--- src/rtl/lsh_pkg.sv ---
// Shared types and constants for the streaming k-mer hasher and LSH bucket path.
// revcomp() is used only when the CANONICAL_EN macro is defined.
package lsh_pkg;

  typedef logic [1:0] base_t;

  localparam base_t BASE_A = 2'b00;
  localparam base_t BASE_C = 2'b01;
  localparam base_t BASE_G = 2'b10;
  localparam base_t BASE_T = 2'b11;

  localparam int unsigned KMER_MAX   = 32;
  localparam int unsigned KMER_MAX_W = 2 * KMER_MAX;

  localparam logic [31:0] MULT = 32'h9E37_79B1;

  localparam logic [31:0] SEED [0:3] = '{
    32'h0000_0000,
    32'h85EB_CA6B,
    32'hC2B2_AE35,
    32'h27D4_EB2F
  };

  // Reverse complement of a k-base packed k-mer (oldest base at MSBs). A<->T and C<->G
  // are bitwise inverses. Bits above 2*k come back as zero.
  function automatic logic [KMER_MAX_W-1:0] revcomp(input logic [KMER_MAX_W-1:0] kmer,
                                                    input int unsigned          k);
    logic [KMER_MAX_W-1:0] rc;
    rc = '0;
    for (int unsigned i = 0; i < KMER_MAX; i++) begin
      if (i < k) begin
        rc[2*(k-1-i) +: 2] = ~kmer[2*i +: 2];
      end
    end
    return rc;
  endfunction

endpackage

--- src/rtl/kmer_hash_core.sv ---
// Combinational fold + multiplicative mix for one hash seed.
// Produces the 32-bit h1 and its top BW bits as the bucket index.
module kmer_hash_core
  import lsh_pkg::*;
#(
  parameter int unsigned KMER_SIZE = 16,
  parameter int unsigned BW        = 8,
  parameter logic [31:0] HASH_SEED = 32'h0
) (
  input  logic [2*KMER_SIZE-1:0] i_kmer,
  output logic [31:0]            o_h1_c,
  output logic [BW-1:0]          o_h2_c
);

  logic [31:0] w_fold;
  logic [31:0] w_mix;

  // Fold the packed k-mer down to 32 bits; short k-mers fit directly.
  generate
    if (KMER_SIZE <= 16) begin : g_short
      assign w_fold = 32'(i_kmer);
    end else begin : g_long
      assign w_fold = i_kmer[31:0] ^ 32'(i_kmer >> 32);
    end
  endgenerate

  // Seeded multiply keeps only the low 32 bits; the xor-shift spreads high bits down.
  assign w_mix  = (w_fold ^ HASH_SEED) * MULT;
  assign o_h1_c = w_mix ^ (w_mix >> 16);
  assign o_h2_c = o_h1_c[31 -: BW];

endmodule

--- src/rtl/kmer_stream_hasher.sv ---
// Streaming k-mer hasher: one 2-bit base per cycle into a rolling window, one set of
// NUM_HASHES (h1, bucket) pairs per complete k-mer. Window register, S1 capture and
// S2 output register all advance together under a single valid/ready stall.
// Optional feature: define CANONICAL_EN to hash min(kmer, revcomp(kmer)) instead of
// the forward strand.
module kmer_stream_hasher
  import lsh_pkg::*;
#(
  parameter int unsigned KMER_SIZE   = 16,
  parameter int unsigned NUM_BUCKETS = 256,
  parameter int unsigned NUM_HASHES  = 2,
  parameter int unsigned POS_W       = 16
) (
  input  logic                                      clk,
  input  logic                                      rst,
  input  logic                                      in_valid,
  output logic                                      in_ready,
  input  logic [1:0]                                in_base,
  input  logic                                      in_last,
  output logic                                      out_valid,
  input  logic                                      out_ready,
  output logic [32*NUM_HASHES-1:0]                  out_h1,
  output logic [$clog2(NUM_BUCKETS)*NUM_HASHES-1:0] out_h2,
  output logic [POS_W-1:0]                          out_pos,
  output logic                                      out_last
);

  localparam int unsigned BW     = $clog2(NUM_BUCKETS);
  localparam int unsigned KW     = 2 * KMER_SIZE;
  localparam int unsigned FILL_W = $clog2(KMER_SIZE + 1);
  localparam int unsigned H1_W   = 32 * NUM_HASHES;
  localparam int unsigned H2_W   = BW * NUM_HASHES;

  logic              w_adv;
  logic              w_accept;
  logic              w_complete;
  logic [KW-1:0]     w_window_next;
  logic [FILL_W-1:0] w_fill_next;
  logic [POS_W-1:0]  w_start_pos;
  logic [KW-1:0]     w_s1_kmer;
  logic [H1_W-1:0]   w_h1;
  logic [H2_W-1:0]   w_h2;

  // Window stage
  logic [KW-1:0]     r_window;
  logic [FILL_W-1:0] r_fill;
  logic [POS_W-1:0]  r_base_idx;
  logic              r_w_valid;
  logic [POS_W-1:0]  r_w_pos;
  logic              r_w_last;

  // S1 capture stage
  logic              r_s1_valid;
  logic [KW-1:0]     r_s1_kmer;
  logic [POS_W-1:0]  r_s1_pos;
  logic              r_s1_last;

  // S2 output stage
  logic              r_out_valid;
  logic [H1_W-1:0]   r_out_h1;
  logic [H2_W-1:0]   r_out_h2;
  logic [POS_W-1:0]  r_out_pos;
  logic              r_out_last;

  // Whole pipe moves only when the output slot is free or being taken.
  assign w_adv    = !r_out_valid || out_ready;
  assign in_ready = w_adv && !rst;
  assign w_accept = in_valid && in_ready;

  // New base enters at the LSBs; the oldest base falls off the top.
  assign w_window_next = KW'({r_window, in_base});
  assign w_fill_next   = (r_fill == FILL_W'(KMER_SIZE)) ? r_fill : r_fill + FILL_W'(1);
  assign w_complete    = (w_fill_next == FILL_W'(KMER_SIZE));
  // r_base_idx is the index of the base being accepted; the k-mer started K-1 bases earlier.
  assign w_start_pos   = r_base_idx - POS_W'(KMER_SIZE - 1);

  // Rolling window, fill and position tracking; flags a complete k-mer for S1.
  always_ff @(posedge clk) begin
    if (rst) begin
      r_window   <= '0;
      r_fill     <= '0;
      r_base_idx <= '0;
      r_w_valid  <= 1'b0;
      r_w_pos    <= '0;
      r_w_last   <= 1'b0;
    end else if (w_adv) begin
      r_w_valid <= w_accept && w_complete;
      r_w_pos   <= w_start_pos;
      r_w_last  <= in_last;
      if (w_accept) begin
        r_window <= w_window_next;
        if (in_last) begin
          r_fill     <= '0;
          r_base_idx <= '0;
        end else begin
          r_fill     <= w_fill_next;
          r_base_idx <= r_base_idx + POS_W'(1);
        end
      end
    end
  end

`ifdef CANONICAL_EN
  logic [KW-1:0] w_rc;

  // Canonical form: the smaller of forward and reverse-complement strands.
  assign w_rc      = KW'(revcomp(KMER_MAX_W'(r_window), KMER_SIZE));
  assign w_s1_kmer = (w_rc < r_window) ? w_rc : r_window;
`else
  assign w_s1_kmer = r_window;
`endif

  // S1: capture the k-mer to be hashed along with its position and last flag.
  always_ff @(posedge clk) begin
    if (rst) begin
      r_s1_valid <= 1'b0;
      r_s1_kmer  <= '0;
      r_s1_pos   <= '0;
      r_s1_last  <= 1'b0;
    end else if (w_adv) begin
      r_s1_valid <= r_w_valid;
      if (r_w_valid) begin
        r_s1_kmer <= w_s1_kmer;
        r_s1_pos  <= r_w_pos;
        r_s1_last <= r_w_last;
      end
    end
  end

  // One hash core per seed, all fed from the S1 k-mer.
  generate
    for (genvar h = 0; h < NUM_HASHES; h++) begin : g_hash
      kmer_hash_core #(
        .KMER_SIZE (KMER_SIZE),
        .BW        (BW),
        .HASH_SEED (SEED[h])
      ) u_core (
        .i_kmer (r_s1_kmer),
        .o_h1_c (w_h1[32*h +: 32]),
        .o_h2_c (w_h2[BW*h +: BW])
      );
    end
  endgenerate

  // S2: output register; holds its contents while downstream stalls.
  always_ff @(posedge clk) begin
    if (rst) begin
      r_out_valid <= 1'b0;
      r_out_h1    <= '0;
      r_out_h2    <= '0;
      r_out_pos   <= '0;
      r_out_last  <= 1'b0;
    end else if (w_adv) begin
      r_out_valid <= r_s1_valid;
      if (r_s1_valid) begin
        r_out_h1   <= w_h1;
        r_out_h2   <= w_h2;
        r_out_pos  <= r_s1_pos;
        r_out_last <= r_s1_last;
      end
    end
  end

  assign out_valid = r_out_valid;
  assign out_h1    = r_out_h1;
  assign out_h2    = r_out_h2;
  assign out_pos   = r_out_pos;
  assign out_last  = r_out_last;

endmodule

--- config.mk ---
export PLATFORM = sky130hd
export DESIGN_NAME = kmer_stream_hasher
export DESIGN_NICKNAME = d
export VERILOG_FILES = /design/src/rtl/lsh_pkg.sv /design/src/rtl/kmer_hash_core.sv /design/src/rtl/kmer_stream_hasher.sv
export SDC_FILE = /design/constraint.sdc
export NUM_CORES = 2
export LEC_CHECK = 0
export ABC_AREA = 1
export BUFFER_PORTS_ARGS = -buffer_cell sky130_fd_sc_hd__buf_2
export CELL_PAD_IN_SITES_DETAIL_PLACEMENT = 0
export CELL_PAD_IN_SITES_GLOBAL_PLACEMENT = 2
export CORE_MARGIN = 2
export CORE_UTILIZATION = 43
export CTS_CLUSTER_DIAMETER = 150
export DETAILED_ROUTE_END_ITERATION = 8
export PLACE_DENSITY_LB_ADDON = 0.1
export SLEW_MARGIN = 10
export SYNTH_ARGS = -nofsm -noshare
export SYNTH_HDL_FRONTEND = slang
export SYNTH_HIERARCHICAL = 1
export SYNTH_SLANG_ARGS = --single-unit
--- constraint.sdc ---
create_clock -name clk -period 12.76 [get_ports clk]
set_input_delay 1.276 -clock clk [delete_from_list [all_inputs] [get_ports clk]]
set_output_delay 1.276 -clock clk [all_outputs]
set_load 0.02 [all_outputs]
; Yosys cells after proc, flatten, opt, wreduce, memory -nomap -nowiden
; Index checks and enable logic that the tools add are counted.
[totals]
register_bits = 219
elab_cells = 37
[classes]
addsub = 3
n_mul = 2
eq_ne = 2
mux = 3
bitwise_logic = 3
n_reduce_logical = 9
[op_table]
columns = operator, count
row1 = $mul A32 B32 Y32 const B, 2
row2 = $xor A32 B16 Y32, 2
row3 = $not A18 Y18, 1
row4 = $add A16 B1 Y16 const B, 1
row5 = $mux W16, 1
row6 = $sub A16 B4 Y16 const B, 1
row7 = $eq A5 B5 Y1 const B, 2
row8 = $mux W5, 2
row9 = $reduce_and A2 Y1, 3
row10 = $add A5 B1 Y5 const B, 1
row11 = $logic_and A1 B1 Y1, 3
row12 = $logic_not A1 Y1, 2
row13 = $logic_or A1 B1 Y1, 1

; Longest topological paths before layout
[logic_depth]
depth_word = 5
depth_mapped = 32

; Modules after synthesis
; Netlist, hierarchy kept.
[by_module_without_submodules]
columns = mod, instances, cells_each, area_per_inst_um2, seq_area_each_um2
row1 = kmer_hash_core at g_hash[1].u_core, 1, 1141, 9813.2, 0.0
row2 = kmer_hash_core at g_hash[0].u_core, 1, 1108, 9582.9, 0.0
row3 = kmer_stream_hasher, 1, 1081, 8287.9, 4384.2

; Worst setup path after synthesis
; No wires, ideal clock.
[synth_timing]
path_type = register -> register
start = register r_s1_kmer[4]
end = register r_out_h2[6], in the netlist out_h2[6]
arrival_time_ns = 6.697
setup_slack_ns = 5.947
path_stages_with_launch = 30
n_path_buf = 1
period_less_slack_ns = 6.813
path_cell_list = dfxtp_1 inv_1 fa_1 inv_1 fa_1 fa_1 inv_1 fa_1 inv_1 fa_1 inv_1 fa_1 inv_1 fa_1 inv_1 fa_1 inv_1 ha_1 nand2_1 nor2_1 a21oi_1 nand2_1 a21o_2 nand2_1 nand2_1 nand2_1 nand2_1 buf_4 nor2_1 nor2_1
[synth_via]
elab_chain_len = 2
[synth_lines]
columns = element, line_no
row1 = start: declaration, kmer_stream_hasher.sv:54  ; logic [KW-1:0] r_s1_kmer;
row2 = start signal: assignment, kmer_stream_hasher.sv:123  ; r_s1_kmer <= w_s1_kmer;
row3 = $mul A32 B32 Y32, kmer_hash_core.sv:28  ; assign w_mix = (w_fold ^ HASH_SEED) * MULT;
row4 = $xor A32 B16 Y32, kmer_hash_core.sv:29  ; assign o_h1_c = w_mix ^ (w_mix >> 16);
row5 = named net w_h1[30], kmer_stream_hasher.sv:41  ; logic [H1_W-1:0] w_h1;
row6 = end signal: assignment, kmer_stream_hasher.sv:157  ; r_out_h2 <= w_h2;
row7 = end: declaration, kmer_stream_hasher.sv:61  ; logic [H2_W-1:0] r_out_h2;
; The timed path passes the listed nets, and every way through them passes these cells.
; A chain may end at the register's enable or synchronous reset.

; Worst setup path in the final report
[layout_timing]
start = register r_s1_kmer[6]
end = register r_out_h1[11], in the netlist out_h1[11]
[layout_via]
elab_chain_len = 2
[layout_lines]
columns = element, line_no
row1 = $mul A32 B32 Y32, kmer_hash_core.sv:28
row2 = $xor A32 B16 Y32, kmer_hash_core.sv:29
row3 = named net w_h1[11], kmer_stream_hasher.sv:41
row4 = end signal: assignment, kmer_stream_hasher.sv:156  ; r_out_h1 <= w_h1;
row5 = end: declaration, kmer_stream_hasher.sv:60  ; logic [H1_W-1:0] r_out_h1;
; The timed path passes the listed nets, and every way through them passes these cells.

==> results.json <==
{
  "yosys_warnings": 6,
  "end_kind": "register",
  "routed_wl_microns": 75300,
  "synthCells": 3330,
  "grt_pass1_wl_microns": 120000,
  "cts-root-buf": "clkbuf_16",
  "synth-edff-count": 0,
  "tightest_slew_ps": 979,
  "synth.area.top_cells": "fa_1 30%, ha_1 17%, dfxtp_1 16%, inv_1 12%, nand2_1 5.2%",
  "hold_buffers": 0,
  "path_class": "register to register",
  "vias": 20597,
  "dpl_cell_area_sq_um": 29000,
  "critical_path_arrival_ps": 7980,
  "cts_buffers": 27,
  "die_y_microns": 258,
  "die_area_sq_um": 66400,
  "leakage_uw": 0.0165,
  "syn_to_final_growth_pct": 7.78,
  "drtIter0Drc": 1154,
  "hold_class": "register to register",
  "async_flop_share": 0,
  "rsz0062_at_grt": "false",
  "gp_congestion": 0.872,
  "drive_gt1_frac": 0.0693,
  "finalPower_uw": 1460,
  "cp-start-kind": "register",
  "clk_pin_slew_ps": 60,
  "antenna_left": 0,
  "fillCellCount": 6413,
  "worst_path_max_delay_cell": "dfxtp_1",
  "routedWlPerCell_microns": 17.6,
  "grt_antenna_before_repair": 1,
  "avgSynthCellArea_sq_um": 8.31,
  "netlist_area_sq_um": 27700,
  "drc": 0,
  "start_util": 0.433,
  "synth_fp_nets": 4122,
  "ff2ff_setup_slack_ps": 5240,
  "cts_resized": 0,
  "cts_max_path_buffers": 3,
  "vias_per_cell": 4.82,
  "rows": 93,
  "setup_ws_ps": 5240,
  "maxCapViolations": 0,
  "setup_violations": 0,
  "fin_crit_ps": 7520,
  "synth_seq_cells": 219,
  "cts_tree": "yes",
  "timing.final.crit_share": 0.590,
  "max-slew-margin-rel": 0.347,
  "post_cts_buffers": 0,
  "setup_tns_ps": 0,
  "max_stage_delay_ps": 900,
  "ioPinCount": 106,
  "rr_worst_depth": 29,
  "dp_hpwl_microns": 62300,
  "synth_ff_type": "dfxtp_1",
  "dp_slack_ps": 5150,
  "track_usage": 0.233,
  "dr.pass1.iters": 6,
  "clock_sinks": 219,
  "grt.overflow.total": 0,
  "yosysTopAreaCell": "fa_1",
  "grt_pass1_vias": 21302,
  "final_cell_area_sq_um": 29800,
  "cellPowerDensity_nw_per_um2": 48.8,
  "outcome": "finished clean",
  "antenna_cells": 0,
  "min_path_cells": 2,
  "ys_seq_area_frac": 0.158,
  "vdd_drop_max_mv": 0.0788,
  "grt_max_degree": 107,
  "worstPathRequired_ps": 13220,
  "skew_ps": 18.5,
  "dieWidth_microns": 258,
  "hold_viol": 0,
  "htreeDepth": 1,
  "ys_types": 54,
  "cp_max_fo": 16,
  "clock.fmax_mhz": 133,
  "slew_violations": 0,
  "clock_latency_ps": 580,
  "synth_top_area_frac": 0.295,
  "io_buffers": 105,
  "layout.nets": 4193,
  "coreArea_sq_um": 64000
}
path summary, 6_finish.rpt:
kind	from	end
max	r_s1_kmer[6]	out_h1[11]
min	r_s1_valid	r_s1_valid
max reg2reg	r_s1_kmer[6]	out_h1[11]
min reg2reg	r_s1_valid	r_s1_valid
sequential cells by signal, summed over array words and instances (netlist names), 5 cells and up:
signal	count
out_h1	64
out_h2	16
out_pos	16
r_base_idx	16
r_fill	5
r_s1_kmer	32
r_s1_pos	16
r_w_pos	16
r_window	32
cell usage in the layout, fill, tap and decap left out, types with 6 or more instances in the layout:
master,netlist,final
a21oi_1,103,103
a21oi_2,7,7
a31oi_1,6,6
buf_2,13,105
buf_4,25,24
clkbuf_1,43,7
clkbuf_16,0,27
clkinv_2,0,7
dfxtp_1,219,219
fa_1,408,408
ha_1,377,377
inv_1,876,875
nand2_1,383,383
nand2_2,13,13
nand3_1,111,111
nand3b_1,7,7
nand4_1,19,19
nor2_1,333,333
nor3_1,13,13
o21ai_0,219,219
o21ai_1,9,9
o21ai_2,6,6
o21bai_1,6,6
xnor2_1,17,17
xor2_1,53,53
xor2_2,8,8
synth_stat cells, drive strengths merged (7+ instances only):
library cell    n
a21oi         111
buf            40
clkbuf         47
dfxtp         219
fa            408
ha            377
inv           882
nand2         397
nand3         114
nand3b          7
nand4          19
nor2          343
nor3           14
o21ai         234
xnor2          19
xor2           61
where the power goes:
part	internal (uW)	switching [uW]	total, uW
clock	423	314	737
sequential	688	2.49	691
combinational	6.54	21.1	27.7
critical path: cells and delay by family (launching register included):
family / cells / cell delay [ps]
AO/OA/AOI/OAI: 5 / 830
flip-flops: 1 / 900
buffers and inverters: 8 / 690
adder cells (fa/ha/maj): 9 / 4430
AND/OR/NAND/NOR: 7 / 540
logic make-up (layout without fill, tap and decap cells):
kind of cell	Yosys count	count (layout)	synth area share
buffers and inverters	969	1058	0.136
and+or+nand+nor	901	901	0.137
adders and majority gates	785	785	0.465
AOI/OAI and AO/OA	373	373	0.0726
DFF	219	219	0.158
xor gates and xnor gates	83	83	0.0305
metrics by stage:
stage                util  hold slack, ps  cells
finish              0.466             467   4274
global route        0.466             488   4274
floorplan               -             440   3330
global placement    0.453             454   4227
CTS                 0.466             459   4274
detailed placement  0.453             459   4227
cell type report:
type,count,area (sq um),area share
timing repair buffer,129,706,0.0236
tap,855,1070,0.0359
inverter,882,3320,0.111
clock buffer,36,729,0.0244
clock inverter,11,110,0.00369
sequential,219,4380,0.147
multi-input combinational,2142,19500,0.654
metal layers:
| metal | up-vias | track usage | wire length [microns] |
|---|---|---|---|
| li1 | 10210 | - | - |
| met1 | 10000 | 0.335 | 36500 |
| met2 | 330 | 0.379 | 34300 |
| met3 | 57 | 0.0316 | 3370 |
| met4 | 0 | 0.0416 | 1130 |
| met5 | - | 0 | 0 |
(Power assumes the default switching activity.)
